<file path="src/rtl/cpu_tx_buffer.sv">
// Generic circular FIFO with occupancy count; storage clears on reset.
// Latency: a word written at edge N is readable on rd_dat after edge N (no fall-through).
// Backpressure: none internally; the caller never writes when full nor reads when empty.
module fifo #(
    parameter int DEPTH = 4,
    parameter int W     = 64,
    parameter int CW    = $clog2(DEPTH + 1)
) (
    input  logic          clk,
    input  logic          rst,
    input  logic          wr_vld,
    input  logic [W-1:0]  wr_dat,
    input  logic          rd_vld,
    output logic [W-1:0]  rd_dat,
    output logic [CW-1:0] count
);
    localparam int PW = (DEPTH > 1) ? $clog2(DEPTH) : 1;

    logic [W-1:0]  mem [DEPTH];
    logic [PW-1:0] wr_ptr;
    logic [PW-1:0] rd_ptr;

    // Pointers wrap explicitly at DEPTH-1 so non-power-of-2 depths work.
    function automatic logic [PW-1:0] ptr_next(input logic [PW-1:0] p);
        return (p == PW'(DEPTH - 1)) ? '0 : p + PW'(1);
    endfunction

    // Storage: cleared on reset so the head word reads zero until the first write.
    always_ff @(posedge clk or posedge rst) begin
        if (rst) begin
            for (int i = 0; i < DEPTH; i++) begin
                mem[i] <= '0;
            end
        end else if (wr_vld) begin
            mem[wr_ptr] <= wr_dat;
        end
    end

    // Pointers and occupancy; full/empty is judged from count, never from pointers.
    always_ff @(posedge clk or posedge rst) begin
        if (rst) begin
            wr_ptr <= '0;
            rd_ptr <= '0;
            count  <= '0;
        end else begin
            if (wr_vld) begin
                wr_ptr <= ptr_next(wr_ptr);
            end
            if (rd_vld) begin
                rd_ptr <= ptr_next(rd_ptr);
            end
            if (wr_vld && !rd_vld) begin
                count <= count + CW'(1);
            end else if (!wr_vld && rd_vld) begin
                count <= count - CW'(1);
            end
        end
    end

    assign rd_dat = mem[rd_ptr];

endmodule

// Per-CPU egress buffer: queues CPU words for one NOC port, caps the stream, flags completion.
// Latency: one cycle from accept to out_vld; no same-cycle pass-through.
// Backpressure: in_rdy drops when full (no bypass on simultaneous pop) or once the cap is reached; out side holds while !out_rdy.
module cpu_tx_buffer #(
    parameter int DEPTH          = 4,
    parameter int DATA_W         = 64,
    parameter int TRANSACTION_NB = 1000
) (
    input  logic                         clk,
    input  logic                         rst,
    input  logic                         in_vld,
    output logic                         in_rdy,
    input  logic [DATA_W-1:0]            in_data,
    output logic                         out_vld,
    input  logic                         out_rdy,
    output logic [DATA_W-1:0]            out_data,
    output logic [$clog2(DEPTH+1)-1:0]   count,
    output logic [31:0]                  sent_cnt,
    output logic                         done
);
    localparam int          CW  = $clog2(DEPTH + 1);
    localparam logic [31:0] TNB = 32'(TRANSACTION_NB);

    logic        push;
    logic        pop;
    logic [31:0] accepted;

    // Readiness depends only on registered state, never on out_rdy.
    assign in_rdy  = !rst && (count < CW'(DEPTH)) && (accepted < TNB);
    assign out_vld = (count != '0);
    assign push    = in_vld && in_rdy;
    assign pop     = out_vld && out_rdy;

    fifo #(
        .DEPTH (DEPTH),
        .W     (DATA_W),
        .CW    (CW)
    ) u_fifo (
        .clk    (clk),
        .rst    (rst),
        .wr_vld (push),
        .wr_dat (in_data),
        .rd_vld (pop),
        .rd_dat (out_data),
        .count  (count)
    );

    // Stream accounting: accepted/delivered word counters and the sticky done flag.
    always_ff @(posedge clk or posedge rst) begin
        if (rst) begin
            accepted <= '0;
            sent_cnt <= '0;
            done     <= 1'b0;
        end else begin
            if (push) begin
                accepted <= accepted + 32'd1;
            end
            if (pop) begin
                sent_cnt <= sent_cnt + 32'd1;
                if (sent_cnt == TNB - 32'd1) begin
                    done <= 1'b1;
                end
            end
        end
    end

endmodule
</file>
<file path="config.mk">
export PLATFORM = sky130hd
export DESIGN_NAME = cpu_tx_buffer
export DESIGN_NICKNAME = d
export VERILOG_FILES = /design/src/rtl/cpu_tx_buffer.sv
export SDC_FILE = /design/constraint.sdc
export NUM_CORES = 1
export LEC_CHECK = 0
export CAP_MARGIN = 5
export CORE_MARGIN = 5
export CORE_UTILIZATION = 57
export DETAILED_ROUTE_END_ITERATION = 8
export PLACE_DENSITY = 0.87
export SLEW_MARGIN = 30
export SYNTH_ARGS = -nofsm -noshare
export SYNTH_HDL_FRONTEND = slang
export SYNTH_SLANG_ARGS = --single-unit
export TNS_END_PERCENT = 20
</file>
<file path="constraint.sdc">
create_clock -name clk -period 12.45 [get_ports clk]
set_clock_uncertainty 0.15 [all_clocks]
set_input_delay 1.8675 -clock clk [delete_from_list [all_inputs] [get_ports clk]]
set_output_delay 1.8675 -clock clk [all_outputs]
set_load 0.1 [all_outputs]
</file>
# Word level (Yosys, flattened, before mapping)
# Cells that the tools add are included.
# word_totals
register_bits	328
output_inout_bits	102
elab_cells	49
inputBits	68
# op_classes
bitwise_logic	2
n_reduce_logical	13
n_lt_le_gt_ge	5
add_sub_neg	6
eq_ne	3
n_mux	10
# ops
cell	count
$bwmux W256	1
$mux W64	3
$bmux W64 S2	1
$demux W64 S2	1
$add A32 B1 Y32 const B	2
$eq A32 B10 Y1 const B	1
$lt A32 B10 Y1 const B	1
$logic_and A1 B1 Y1	7
$ge A3 B3 Y1 const B	2
$mux W3	2
$not A2 Y3	2
$add A2 B1 Y2 const B	2
$eq A2 B2 Y1 const B	2
$mux W2	2
$add A3 B1 Y3 const B	1
$logic_not A1 Y1	3
$lt A3 B1 Y1 const B	1
$lt A3 B3 Y1 const B	1
$reduce_bool A3 Y1	1
$sub A3 B1 Y3 const B	1
$reduce_and A2 Y1	1
$reduce_bool A2 Y1	1

# Depth between registers and ports, before layout
# Gate-level depths: netlist (run 1).
# depth
ltp_word	8
depth_mapped	10
depth_no_buf	9

# Modules after synthesis
# From an unflattened synthesis (run 1), not the netlist that was laid out.
# hier_totals
cells_unflattened	872
area_unflattened_um2	14216.1
# modules_own_cells
mod	seq_area_each_um2	cells_each	area_each_um2	instances
fifo	6581.3	650	11523.6	1
cpu_tx_buffer	1626.6	222	2692.6	1

# Worst setup path after synthesis (run 1)
# OpenSTA, ideal clock, no wires.
# synth_path
kind	input to output
start	input port rst
end	output port in_rdy
arrival_ns	3.581
setup_slack_ns	6.851
required_time_ns	10.432
stages	3
n_path_buf	0
cell_sequence	nor4_1 o211ai_1 nor2_1
# synth_via
elab_chain_cells	3
# synth_lines
element	line_no	source
start, declared	73	input logic rst,
$logic_not A1 Y1 (no source line)	--	
$logic_and A1 B1 Y1 (2 in series)	92	assign in_rdy = !rst && (count < CW'(DEPTH)) && (accepted < TNB);
end, declared	75	output logic in_rdy,
# No other way between the ends.

# Worst setup path in the final report (run 1)
# Same ends and word-level chain as after synthesis.

==> metrics.txt, run 1 <==
CP most frequent cell clkdlybuf4s50_1; via/cell ratio 5.63; RSZ-0062 raised after global routing false; fin crit share 50.5%; synthesized instance count 876; Setup crit end kind output pin; flop and latch count out of synthesis 328; Resized cells post-CTS 0; Synth area leader dfrtp_1; clk slew on worst S/H paths 0.05 ns; clock root buffer clkbuf_16; number of global-route vias before repair a little under 9000; Detail Placement HPWL 18200 um; CTS tree built; GRT Total Usage 20.3%; top cell type's share of synthesized area 53.7%; area growth from synthesis to layout 17.9%; most frequent cell after synthesis dfrtp_1; Setup-failing EPs final 0; DRT Pass-1 Iters 4; CTS Sinks 328; IO buf count 169; die height 174 um; clock buffer count from CTS 37; FMAX 159 MHz; die area 30200 sq um; I/O pin total 170; Max-Cap Viols 0; final wirelength 30600 um; DRT antenna net count 0; H-tree levels 2; clock period minus worst slack 6.29 ns; WP buf/inv 2; Worst path slowest cell clkdlybuf4s50_1; most frequent cells after synthesis 328 x dfrtp_1, 240 x mux2_4, 64 x mux4_2; max-slew violations 0; CP startpoint kind primary input; share of cells above drive strength 1 38.5%; WL/cell around 22 um; syn_nets 953; die width roughly 170 um; largest net degree at the start of global routing around 190; Final Net Count approximately 1100; Post-synth top flop dfrtp_1; critical path cell sequence clkdlybuf4s50_1 -> nor4_1 -> o211ai_1 -> nor2_1 -> clkdlybuf4s50_1; Overflow after GRT 0; Crit Path Class primary input to output pin; Remaining DRCs 0; unique cell type count in the Yosys netlist 33; Hold Buf Count CTS 0; filler instances between 1500 and 2000; synthesized area between 15000 and 20000 sq um; GPL Wtd Cong approximately 0.76; crit-path max FO 2; via count slightly below 8000; Syn Area/Cell between 15 and 20 sq um; area of the core 26700 sq um; initial core utilization 57.3%; setup_tns 0 ns; worst endpoint required time 10.43 ns; worst hold path class flop to flop; post-CTS setup buffer count 0; status finished, final reports clean; number of synthesized flops with an enable pin 0; Place WS 6.24 ns; Max Root-Sink Buffers 3; Final Hold Fails 0; normalized max-slew margin between 30% and 40%; first-pass GRT wire length between 40000 and 50000 um; ys async rst share 100%; Synth area leaders dfrtp_1 54%, mux2_4 24%, mux4_2 9.4%; worst setup slack after layout a little over 6 ns; Syn. warnings 0; Slowest Stage Delay on Critical Path 1.15 ns; row cnt 60; register-to-register setup slack around 9 ns; register area share after synthesis 53.7%; DR iter-0 viols 381; worst skew pair latency between 0.5 and 0.6 ns; CP top delay family buffers and inverters; actual slew at the worst max-slew pin about 1.0 ns; initial antenna violation count 0; Arr. time, crit path 4.27 ns
==> per-layer routing <==
layer  global-route usage [%]  share of wire (%)  wire [um]  vias to the layer above
li1                         -                  -          -                     3478
met3                     4.65                5.0       1540                       43
met1                     28.3                 45      13900                     4145
met4                     4.68                1.7        532                        0
met2                     32.9                 48      14700                      183
met5                        0                  0          0                        -
==> logic make-up (layout without fill, tap and decap cells) <==
family	Yosys count	after routing	synth area share, %
compound gates	8	8	0.369
xor+xnor	42	42	2.41
fa+ha+maj	9	9	0.786
buf+inv	72	249	4.80
flops	328	328	53.7
mux	322	322	34.3
other cells	0	1	0
simple gates	95	95	3.56
==> layout by cell type (no fill, tap or decap), drive strengths merged, types with 9 or more instances in the layout <==
master	n
and3	10
xnor2	33
mux4	64
mux2	258
clkdlybuf4s50	166
xor2	9
clkinv	11
clkbuf	51
buf	10
nand2	22
nand4	16
nand3	11
nor4	13
dfrtp	328
==> final timing paths <==
| kind | cells past startpoint | endpoint | startpoint |
|---|---|---|---|
| max | 5 | in_rdy | rst |
| min | 0 | accepted[27]$_DFFE_PP0P_ | accepted[27]$_DFFE_PP0P_ |
| max reg2reg | 6 | u_fifo.mem[139]$_DFFE_PP0P_ | accepted[26]$_DFFE_PP0P_ |
| min reg2reg | 0 | accepted[27]$_DFFE_PP0P_ | accepted[27]$_DFFE_PP0P_ |
| max in group asynchronous | 4 | u_fifo.mem[166]$_DFFE_PP0P_ | rst |
| min in group asynchronous | 2 | accepted[22]$_DFFE_PP0P_ | rst |
==> worst register-to-register path: cells and delay by family (launching register included) <==
| family | cells | cell delay, ns |
|---|---|---|
| simple gates | 4 | 1.95 |
| flops | 1 | 0.37 |
| buf+inv | 1 | 0.67 |
| mux | 1 | 0.43 |
==> flip-flops by register name (all words and copies together), names as in the netlist <==
register and flops:
u_fifo.count 3, u_fifo.wr_ptr 2, sent_cnt 32, u_fifo.rd_ptr 2
u_fifo.mem 256, done 1, accepted 32
==> through the flow <==
stage	hold slack (ns)	cell area (sq um)	std cells	utilization, %
final	0.226	18000	1395	67.6
after global routing	0.245	18000	1394	67.6
after CTS	0.230	18000	1393	67.5
after detailed placement	0.217	16800	1327	62.9
after global placement	0.215	16800	1327	62.9
after floorplan	0.279	15300	876	-
==> cell type report <==
cell class	instances	area, sq um	share of cell area [%]
repair buffers	177	1770	9.83
flip-flops and latches	328	8220	45.6
inverters	6	35.0	0.195
clock buffers	50	1080	5.98
diodes	1	2.50	0.0139
clock inverters	16	144	0.799
multi-input cells	476	6340	35.2
well taps	341	427	2.37
Power of run 1 is left out: the tool's default activity adds up to more than one toggle a clock period on the data nets, which glitch-free logic cannot reach.
==> inputs of run 2 (changes only) <==
==> constraint.sdc (replaced) <==
create_clock -name clk -period 6.5 [get_ports clk]
set_clock_uncertainty 0.15 [all_clocks]
set_input_delay 0.975 -clock clk [delete_from_list [all_inputs] [get_ports clk]]
set_output_delay 0.975 -clock clk [all_outputs]
set_load 0.1 [all_outputs]
==> run 2 against run 1 <==
Net effect:
- via count increased by 1.5%
- non-clock buffer count increased by 6
- critical path depth decreased by 2
- largest cell class unchanged
- routed wire length increased by 0.19%
- global-route usage increased by 0.14 points
- clock-buffer cell count decreased by 1
- die area unchanged
- first-iteration DRC count increased by 17%
==> metrics.txt, run 2 (synthesis results as in run 1) <==
Remaining DRCs 0; register-to-register setup slack 3.04 ns; H-tree levels 2; r2r endpoint u_fifo.mem[109]$_DFFE_PP0P_; via/cell ratio 5.71; registers with the most flip-flops u_fifo.mem x256, accepted x32, sent_cnt x32; Worst path slowest cell clkdlybuf4s50_1; initial antenna violation count 3; most frequent cells in the layout 326 x dfrtp_1, 240 x mux2_4, 167 x clkdlybuf4s50_1; DRT antenna net count 0; post-route cell area 18000 sq um; fin crit share 67.1%; status finished, final reports clean; Slowest Stage Delay on Critical Path 1.00 ns; FF-to-FF path depth 6; Overflow after GRT 0; clock buffer count from CTS 36; Hold Buf Count CTS 0; initial core utilization 57.3%; Post-DP Area around 17000 sq um; area growth from synthesis to layout 17.6%; IO buf count 169; share of cells above drive strength 1 a little under two fifths; final wirelength 30600 um; commonest non-fill, non-tap cell in the layout dfrtp_1; Crit Path Class flop to output pin; number of global-route vias before repair between 9000 and 10000; area of the core 26700 sq um; max FFs per register 256; Setup crit end kind output pin; die area around 30000 sq um; Min-Delay Endpoint accepted[19]$_DFFE_PP0P_; clk slew on worst S/H paths 0.05 ns; RSZ-0062 raised after global routing false; die width 174 um; DR iter-0 viols 444; max-slew violations 0; critical path cell sequence buf_4 -> mux4_2 -> clkdlybuf4s50_1; hold path start accepted[19]$_DFFE_PP0P_; first-pass GRT wire length 50200 um; FMAX 229 MHz; clock root buffer clkbuf_16; CP top delay family buffers and inverters; ant diodes 0; worst skew pair latency roughly 0.50 ns; via count 7970; I/O pin total 170; post-CTS setup buffer count 0; row cnt 60; setup_tns 0 ns; die height approximately 170 um; GPL Wtd Cong about 0.76; Resized cells post-CTS 0; Final Hold Fails 0; CTS Sinks between 300 and 400; Reg with most FFs u_fifo.mem; Cell Count Post-Placement 1333; Max Root-Sink Buffers 3; GRT Total Usage roughly a fifth; Final Net Count ~1100; Arr. time, crit path between 3 and 4 ns; actual slew at the worst max-slew pin 1.00 ns; DRT Pass-1 Iters 4; Max-Cap Viols 0; WP buf/inv 2; clock period minus worst slack 4.36 ns; normalized max-slew margin 32.9%; crit-path max FO 32; Detail Placement HPWL a little under 20000 um; WL/cell 22.0 um; hold path cells 0; CP startpoint kind flop; largest net degree at the start of global routing 175; Setup-failing EPs final 0; worst endpoint required time 5.37 ns; worst hold path class flop to flop; fin cells 1395; Crit Reg-Reg Startpoint accepted[18]$_DFFE_PP0P_; CTS tree built
run 2: how the worst max path moves through the flow:
stage                                 startpoint  cells after the start                     endpoint
floorplan                                    rst                      1      accepted[0]$_DFFE_PP0P_
global placement                             rst                      7   u_fifo.mem[25]$_DFFE_PP0P_
detailed placement                           rst                      7  u_fifo.mem[106]$_DFFE_PP0P_
CTS                 u_fifo.rd_ptr[1]$_DFFE_PP0P_                      3                 out_data[33]
global route        u_fifo.rd_ptr[1]$_DFFE_PP0P_                      3                 out_data[30]
finish              u_fifo.rd_ptr[1]$_DFFE_PP0P_                      3                 out_data[30]
run 2: metrics by stage:
stage	hold slack (ns)	worst slack (ns)	util [%]
floorplan	0.279	0.996	-
global placement	0.215	2.02	63.1
detailed placement	0.216	2.12	63.2
CTS	0.230	2.10	67.3
global route	0.237	2.01	67.4
finish	0.225	2.14	67.4
run 2: worst reg2reg max path, delay by kind of cell, from the launching register on:
kind,cells,cell delay [ns]
buffers and inverters,1,0.44
DFF,1,0.38
muxes,1,0.33
and+or+nand+nor,4,2.04
run 2: area by class of cell:
class	instances	area (sq um)
Fill cell	1733	8680
Inverter	6	26.3
Tap cell	341	427
Sequential cell	328	8220
Clock inverter	12	93.8
Timing Repair Buffer	183	1860
Clock buffer	49	1010
Multi-Input combinational cell	476	6340
run 2: layer usage:
| metal | routed length [um] | global-route usage, % | up-vias |
|---|---|---|---|
| met5 | 31 | 0 | - |
| met2 | 14200 | 31.6 | 191 |
| met3 | 1750 | 5.28 | 58 |
| met1 | 14000 | 29.3 | 4231 |
| li1 | - | - | 3484 |
| met4 | 634 | 5.11 | 6 |
Power of run 2 is left out for the same reason.
==> RTL edit 1, RTL diff (flow settings as in run 2) <==
Make the reset (`rst`) synchronous in 3 clocked blocks.
--- a/src/rtl/cpu_tx_buffer.sv
+++ b/src/rtl/cpu_tx_buffer.sv
@@ -27,5 +27,5 @@
 
     // Storage: cleared on reset so the head word reads zero until the first write.
-    always_ff @(posedge clk or posedge rst) begin
+    always_ff @(posedge clk) begin
         if (rst) begin
             for (int i = 0; i < DEPTH; i++) begin
@@ -38,5 +38,5 @@
 
     // Pointers and occupancy; full/empty is judged from count, never from pointers.
-    always_ff @(posedge clk or posedge rst) begin
+    always_ff @(posedge clk) begin
         if (rst) begin
             wr_ptr <= '0;
@@ -110,5 +110,5 @@
 
     // Stream accounting: accepted/delivered word counters and the sticky done flag.
-    always_ff @(posedge clk or posedge rst) begin
+    always_ff @(posedge clk) begin
         if (rst) begin
             accepted <= '0;
Function: differs if rst is asserted again (counterexample within 4 cycles, from zero or initial values and one cycle with rst high); with rst held inactive, the same outputs for 4 cycles.
==> RTL edit 1 against run 2 <==
Hold slack improved by 0.071 ns. Critical path type unchanged. Final area fell by 5.3%. Count of clock-buffer cells in the layout decreased by 9. Die area shrank 7.9%. Wire length down 4.3%. Synthesized area decreased by 8.3%. Sequential cell count rose by 2. Synthesized cell count is 8.7% higher. Cell count up 4.9%. Register-to-register slack improved by 0.16 ns. Worst setup slack worse by 0.19 ns.
==> RTL edit 1: results (changes against run 2) <==
.. list-table::
   :header-rows: 1

   * - Metric
     - Value
   * - Number of enable-type register cells in the synthesized netlist
     - 256 (was 0)
   * - CP Max Fanout
     - 22 (was 32)
   * - Netlist cell types
     - 41 (was 33)
   * - Post-layout net count
     - 1188 (was 1108)
   * - Leak
     - 6.04 nW
   * - Ratio of cells with drive above 1 in the final layout
     - 13.2% (was 38.1%)
   * - Cell types with the largest area share after synthesis
     - edfxtp_1 (55%), and2_1 (11%), dfxtp_1 (11%) (was dfrtp_1 (54%), mux2_4 (24%), mux4_2 (9.4%))
   * - DR vias/cell
     - 5.62 (was 5.71)
   * - Endpoint of the worst-slack reg-to-reg timing path
     - u_fifo.mem[1][26]$_SDFFCE_PN0P_ (was u_fifo.mem[109]$_DFFE_PP0P_)
   * - Ys Warns
     - 0 (unchanged)
   * - Xor and xnor fraction of the mapped netlist area
     - 2.13% (was 2.41%)
   * - Adder-cell share of the synthesized area
     - 0.590% (was 0.786%)
   * - H-tree levels
     - 2 (unchanged)
   * - Wire per inst
     - 20.0 µm (was 22.0 µm)
   * - Antenna violations before repair
     - 6 (was 3)
   * - Hold_sp
     - done$_SDFFE_PP0P_ (was accepted[19]$_DFFE_PP0P_)
   * - Worst reg-to-reg setup slack
     - 3.20 ns (was 3.04 ns)
   * - Largest family of logic cells by synthesized area
     - simple AND/OR/NAND/NOR gates (was multiplexers)
   * - Post-synth net total
     - 1026 (was 953)
   * - First-pass iteration count of the detailed router
     - 5 (was 4)
   * - Relative max-transition margin
     - 32.6% (was 32.9%)
   * - Global-route total usage across every layer
     - 20.9% (was 20.4%)
   * - Half-perimeter wire length of the detailed placement result
     - 17900 µm (was 19300 µm)
   * - DRC violation total after the first TritonRoute iteration
     - 696 (was 444)
   * - Terminating pin of the worst hold path
     - done$_SDFFE_PP0P_ (was accepted[19]$_DFFE_PP0P_)
   * - Most used flip-flop cell after synthesis
     - edfxtp_1 (was dfrtp_1)
   * - Ranking of synthesized cells by instance count
     - and2_1 (256), edfxtp_1 (256), dfxtp_1 (74) (was dfrtp_1 (328), mux2_4 (240), mux4_2 (64))
   * - Pin count of the biggest net entering global routing
     - 78 (was 175)
   * - Status
     - finished, final reports clean (unchanged)
   * - Compound-Gate Fraction of Synth Area
     - 0.831% (was 0.369%)
   * - Reg2Reg Launch Point
     - accepted[20]$_SDFFE_PP0P_ (was accepted[18]$_DFFE_PP0P_)
   * - Fraction of the yosys area taken by sequential cells
     - 65.5% (was 53.7%)
   * - GPL Wtd Cong
     - 0.833 (was 0.764)
   * - Via count
     - 8230 (was 7970)
   * - Count of cells along the worst hold path
     - 2 (was 0)
   * - Number of inserted filler cells in the final layout
     - 1585 (was 1733)
   * - Multiplexer share of the synthesized area
     - 10.7% (was 34.3%)
   * - Async set-reset flop share out of synthesis
     - 0% (was 100%)
   * - Data arrival time of the critical path
     - 3.43 ns (was 3.23 ns)
   * - Number of CTS-inserted buffers
     - 34 (was 36)
   * - Dpl cells
     - 1401 (was 1333)
   * - Via count of the first global-routing pass
     - 8348 (was 9026)
RTL edit 1: cells by family (layout without fill, tap and decap cells):
family / count (synthesis) / in the layout
AND/OR/NAND/NOR: 424 / 424
flip-flops: 330 / 330
multiplexers: 69 / 69
buffers and inverters: 68 / 254
XOR/XNOR: 34 / 34
AO/OA/AOI/OAI: 21 / 21
adder cells (fa/ha/maj): 6 / 6
other: 0 / 2
RTL edit 1: cell type report:
type                            instances  share of cell area, %
Antenna cell                            2                 0.0294
Clock buffer                           40                   5.31
Clock inverter                         20                  0.661
Inverter                               13                  0.287
Multi-Input combinational cell        554                   26.8
Sequential cell                       330                   53.9
Tap cell                              324                   2.38
Timing Repair Buffer                  181                   10.7
RTL edit 1: metrics by stage:
step / util [%] / hold slack (ns) / setup WS [ns] / power, W / cell area [µm²]
finish: 70.2 / 0.296 / 1.95 / 0.00661 / 17000
floorplan: - / 0.284 / 2.58 / 0.00437 / 14000
detailed placement: 66.0 / 0.292 / 2.28 / 0.00488 / 16000
global route: 70.2 / 0.310 / 1.73 / 0.00685 / 17000
CTS: 70.2 / 0.301 / 1.73 / 0.00666 / 17000
global placement: 65.6 / 0.287 / 2.31 / 0.00486 / 15900
RTL edit 1: where the power goes:
part	leakage, nW	switching, W	internal, W
sequential	3.26	0.000119	0.00247
combinational	2.28	0.00161	0.000630
clock	0.504	0.000782	0.00100
total	6.04	0.00251	0.00410
RTL edit 1: layer usage:
metal	share of wire [%]	up-vias	track usage, %
met2	49	298	33.1
met1	42	4111	29.3
li1	-	3763	-
met5	0.18	-	0
met4	1.8	8	5.51
met3	7.7	50	5.17
RTL edit 1: critical path: stages, from the launching register on:
cell	delay (ns)
dfxtp_4	0.65
buf_12	0.29
buf_4	0.41
mux4_2	0.56
clkdlybuf4s50_1	0.98
==> RTL edit 2, RTL diff (config.mk and constraints of run 2) <==
Without the edit above. `DEPTH` is set to 4 in 2 places; all go to 8.
--- a/src/rtl/cpu_tx_buffer.sv
+++ b/src/rtl/cpu_tx_buffer.sv
@@ -3,5 +3,5 @@
 // Backpressure: none internally; the caller never writes when full nor reads when empty.
 module fifo #(
-    parameter int DEPTH = 4,
+    parameter int DEPTH = 8,
     parameter int W     = 64,
     parameter int CW    = $clog2(DEPTH + 1)
@@ -66,5 +66,5 @@
 // Backpressure: in_rdy drops when full (no bypass on simultaneous pop) or once the cap is reached; out side holds while !out_rdy.
 module cpu_tx_buffer #(
-    parameter int DEPTH          = 4,
+    parameter int DEPTH          = 8,
     parameter int DATA_W         = 64,
     parameter int TRANSACTION_NB = 1000
Interface: changed (resized count); port bits go from 170 to 171. No check against the original RTL was run, so the function may have changed too.
==> RTL edit 2 against run 2 <==
Sequential share of layout area up 3.0 points. Synthesized area is 70% higher. Final area is 68% higher. Count of clock-buffer cells in the layout is 41 higher. Worst setup slack worse by 0.57 ns. Sequential cell count increased by 259. Synthesized cell count is 81% higher. Hold slack gained 0.0011 ns. Wire length is 80% higher.
Power is left out: the tool's default activity adds up to more than one toggle a clock period on the data nets, which glitch-free logic cannot reach.
==> RTL edit 2: results (changes against run 2) <==
.. list-table::
   :header-rows: 1

   * - Metric
     - Value
   * - Status
     - finished, final reports clean (unchanged)
   * - Global-route total usage across every layer
     - 22.4% (was 20.4%)
   * - CP Capture Point
     - out_data[27] (was out_data[30])
   * - Netlist cell types
     - 38 (was 33)
   * - Registers with the highest flip-flop counts
     - u_fifo.mem x512, accepted x32, sent_cnt x32 (was u_fifo.mem x256, accepted x32, sent_cnt x32)
   * - Slowest cell delay on critical path
     - 0.97 ns (was 1.00 ns)
   * - Reg2Reg Launch Point
     - u_fifo.count[3]$_DFFE_PP0P_ (was accepted[18]$_DFFE_PP0P_)
   * - Depth of the worst register-to-register path
     - 13 (was 6)
   * - Wire per inst
     - 23.1 µm (was 22.0 µm)
   * - First-pass iteration count of the detailed router
     - 5 (was 4)
   * - Endpoint of the worst-slack reg-to-reg timing path
     - u_fifo.count[3]$_DFFE_PP0P_ (was u_fifo.mem[109]$_DFFE_PP0P_)
   * - Combined area of the multi-input logic cells
     - 10700 µm² (was 6340 µm²)
   * - Clock-cell share of area
     - 6.37% (was 6.15%)
   * - Met2 wire length
     - 28300 µm (was 14200 µm)
   * - Clk Latency, worst-skew pair
     - 0.61 ns (was 0.50 ns)
   * - Non-filler instance count after layout
     - 2388 (was 1395)
   * - Bufs w/o clock
     - 205 (was 183)
   * - Worst reg-to-reg setup slack
     - 2.76 ns (was 3.04 ns)
   * - Hold_sp
     - accepted[25]$_DFFE_PP0P_ (was accepted[19]$_DFFE_PP0P_)
   * - Diode insertion count for antenna repair
     - 4 (was 0)
   * - Met2 routing resource usage after global routing
     - 38.1% (was 31.6%)
   * - Dpl cells
     - 2274 (was 1333)
   * - DRC violation total after the first TritonRoute iteration
     - 916 (was 444)
   * - Met1 GRT Util
     - 30.2% (was 29.3%)
   * - M3 GR Usage
     - 3.58% (was 5.28%)
   * - Ratio of cells with drive above 1 in the final layout
     - 46.9% (was 38.1%)
   * - CP Max Fanout
     - 40 (was 32)
   * - Fraction of the yosys area taken by sequential cells
     - 56.6% (was 53.7%)
   * - Layout clock buffer count
     - 90 (was 49)
   * - Total number of tap cells
     - 600 (was 341)
   * - Half-perimeter wire length of the detailed placement result
     - 32600 µm (was 19300 µm)
   * - Signal buffers share of area
     - 6.85% (was 10.4%)
   * - Ranking of synthesized cells by instance count
     - dfrtp_1 (587), mux2_2 (561), mux4_2 (128) (was dfrtp_1 (328), mux2_4 (240), mux4_2 (64))
   * - Wire length of the first global-routing pass
     - 89400 µm (was 50200 µm)
-- RTL edit 2: changes by cell type in the layout (fill, tap and decap cells not counted), moves of 5 or more --
| cell | delta |
|---|---|
| nand2_1 | -10 |
| clkbuf_16 | +21 |
| nand3_1 | +6 |
| mux4_2 | +64 |
| clkbuf_8 | +12 |
| mux2_1 | +22 |
| buf_12 | +5 |
| buf_2 | +5 |
| dfrtp_1 | +258 |
| mux2_4 | -240 |
| clkdlybuf4s50_1 | -5 |
| buf_4 | +17 |
| clkbuf_1 | +8 |
| mux2_2 | +543 |
-- RTL edit 2: cells by family (layout without fill, tap and decap cells) --
kind of cell	count (synthesis)	in the layout	synth area share, %
mux	711	711	36.4
other cells	0	4	0
flops	587	587	56.6
buf+inv	123	319	2.31
fa+ha+maj	10	10	0.511
compound gates	8	8	0.193
xor+xnor	43	43	1.45
simple gates	106	106	2.59
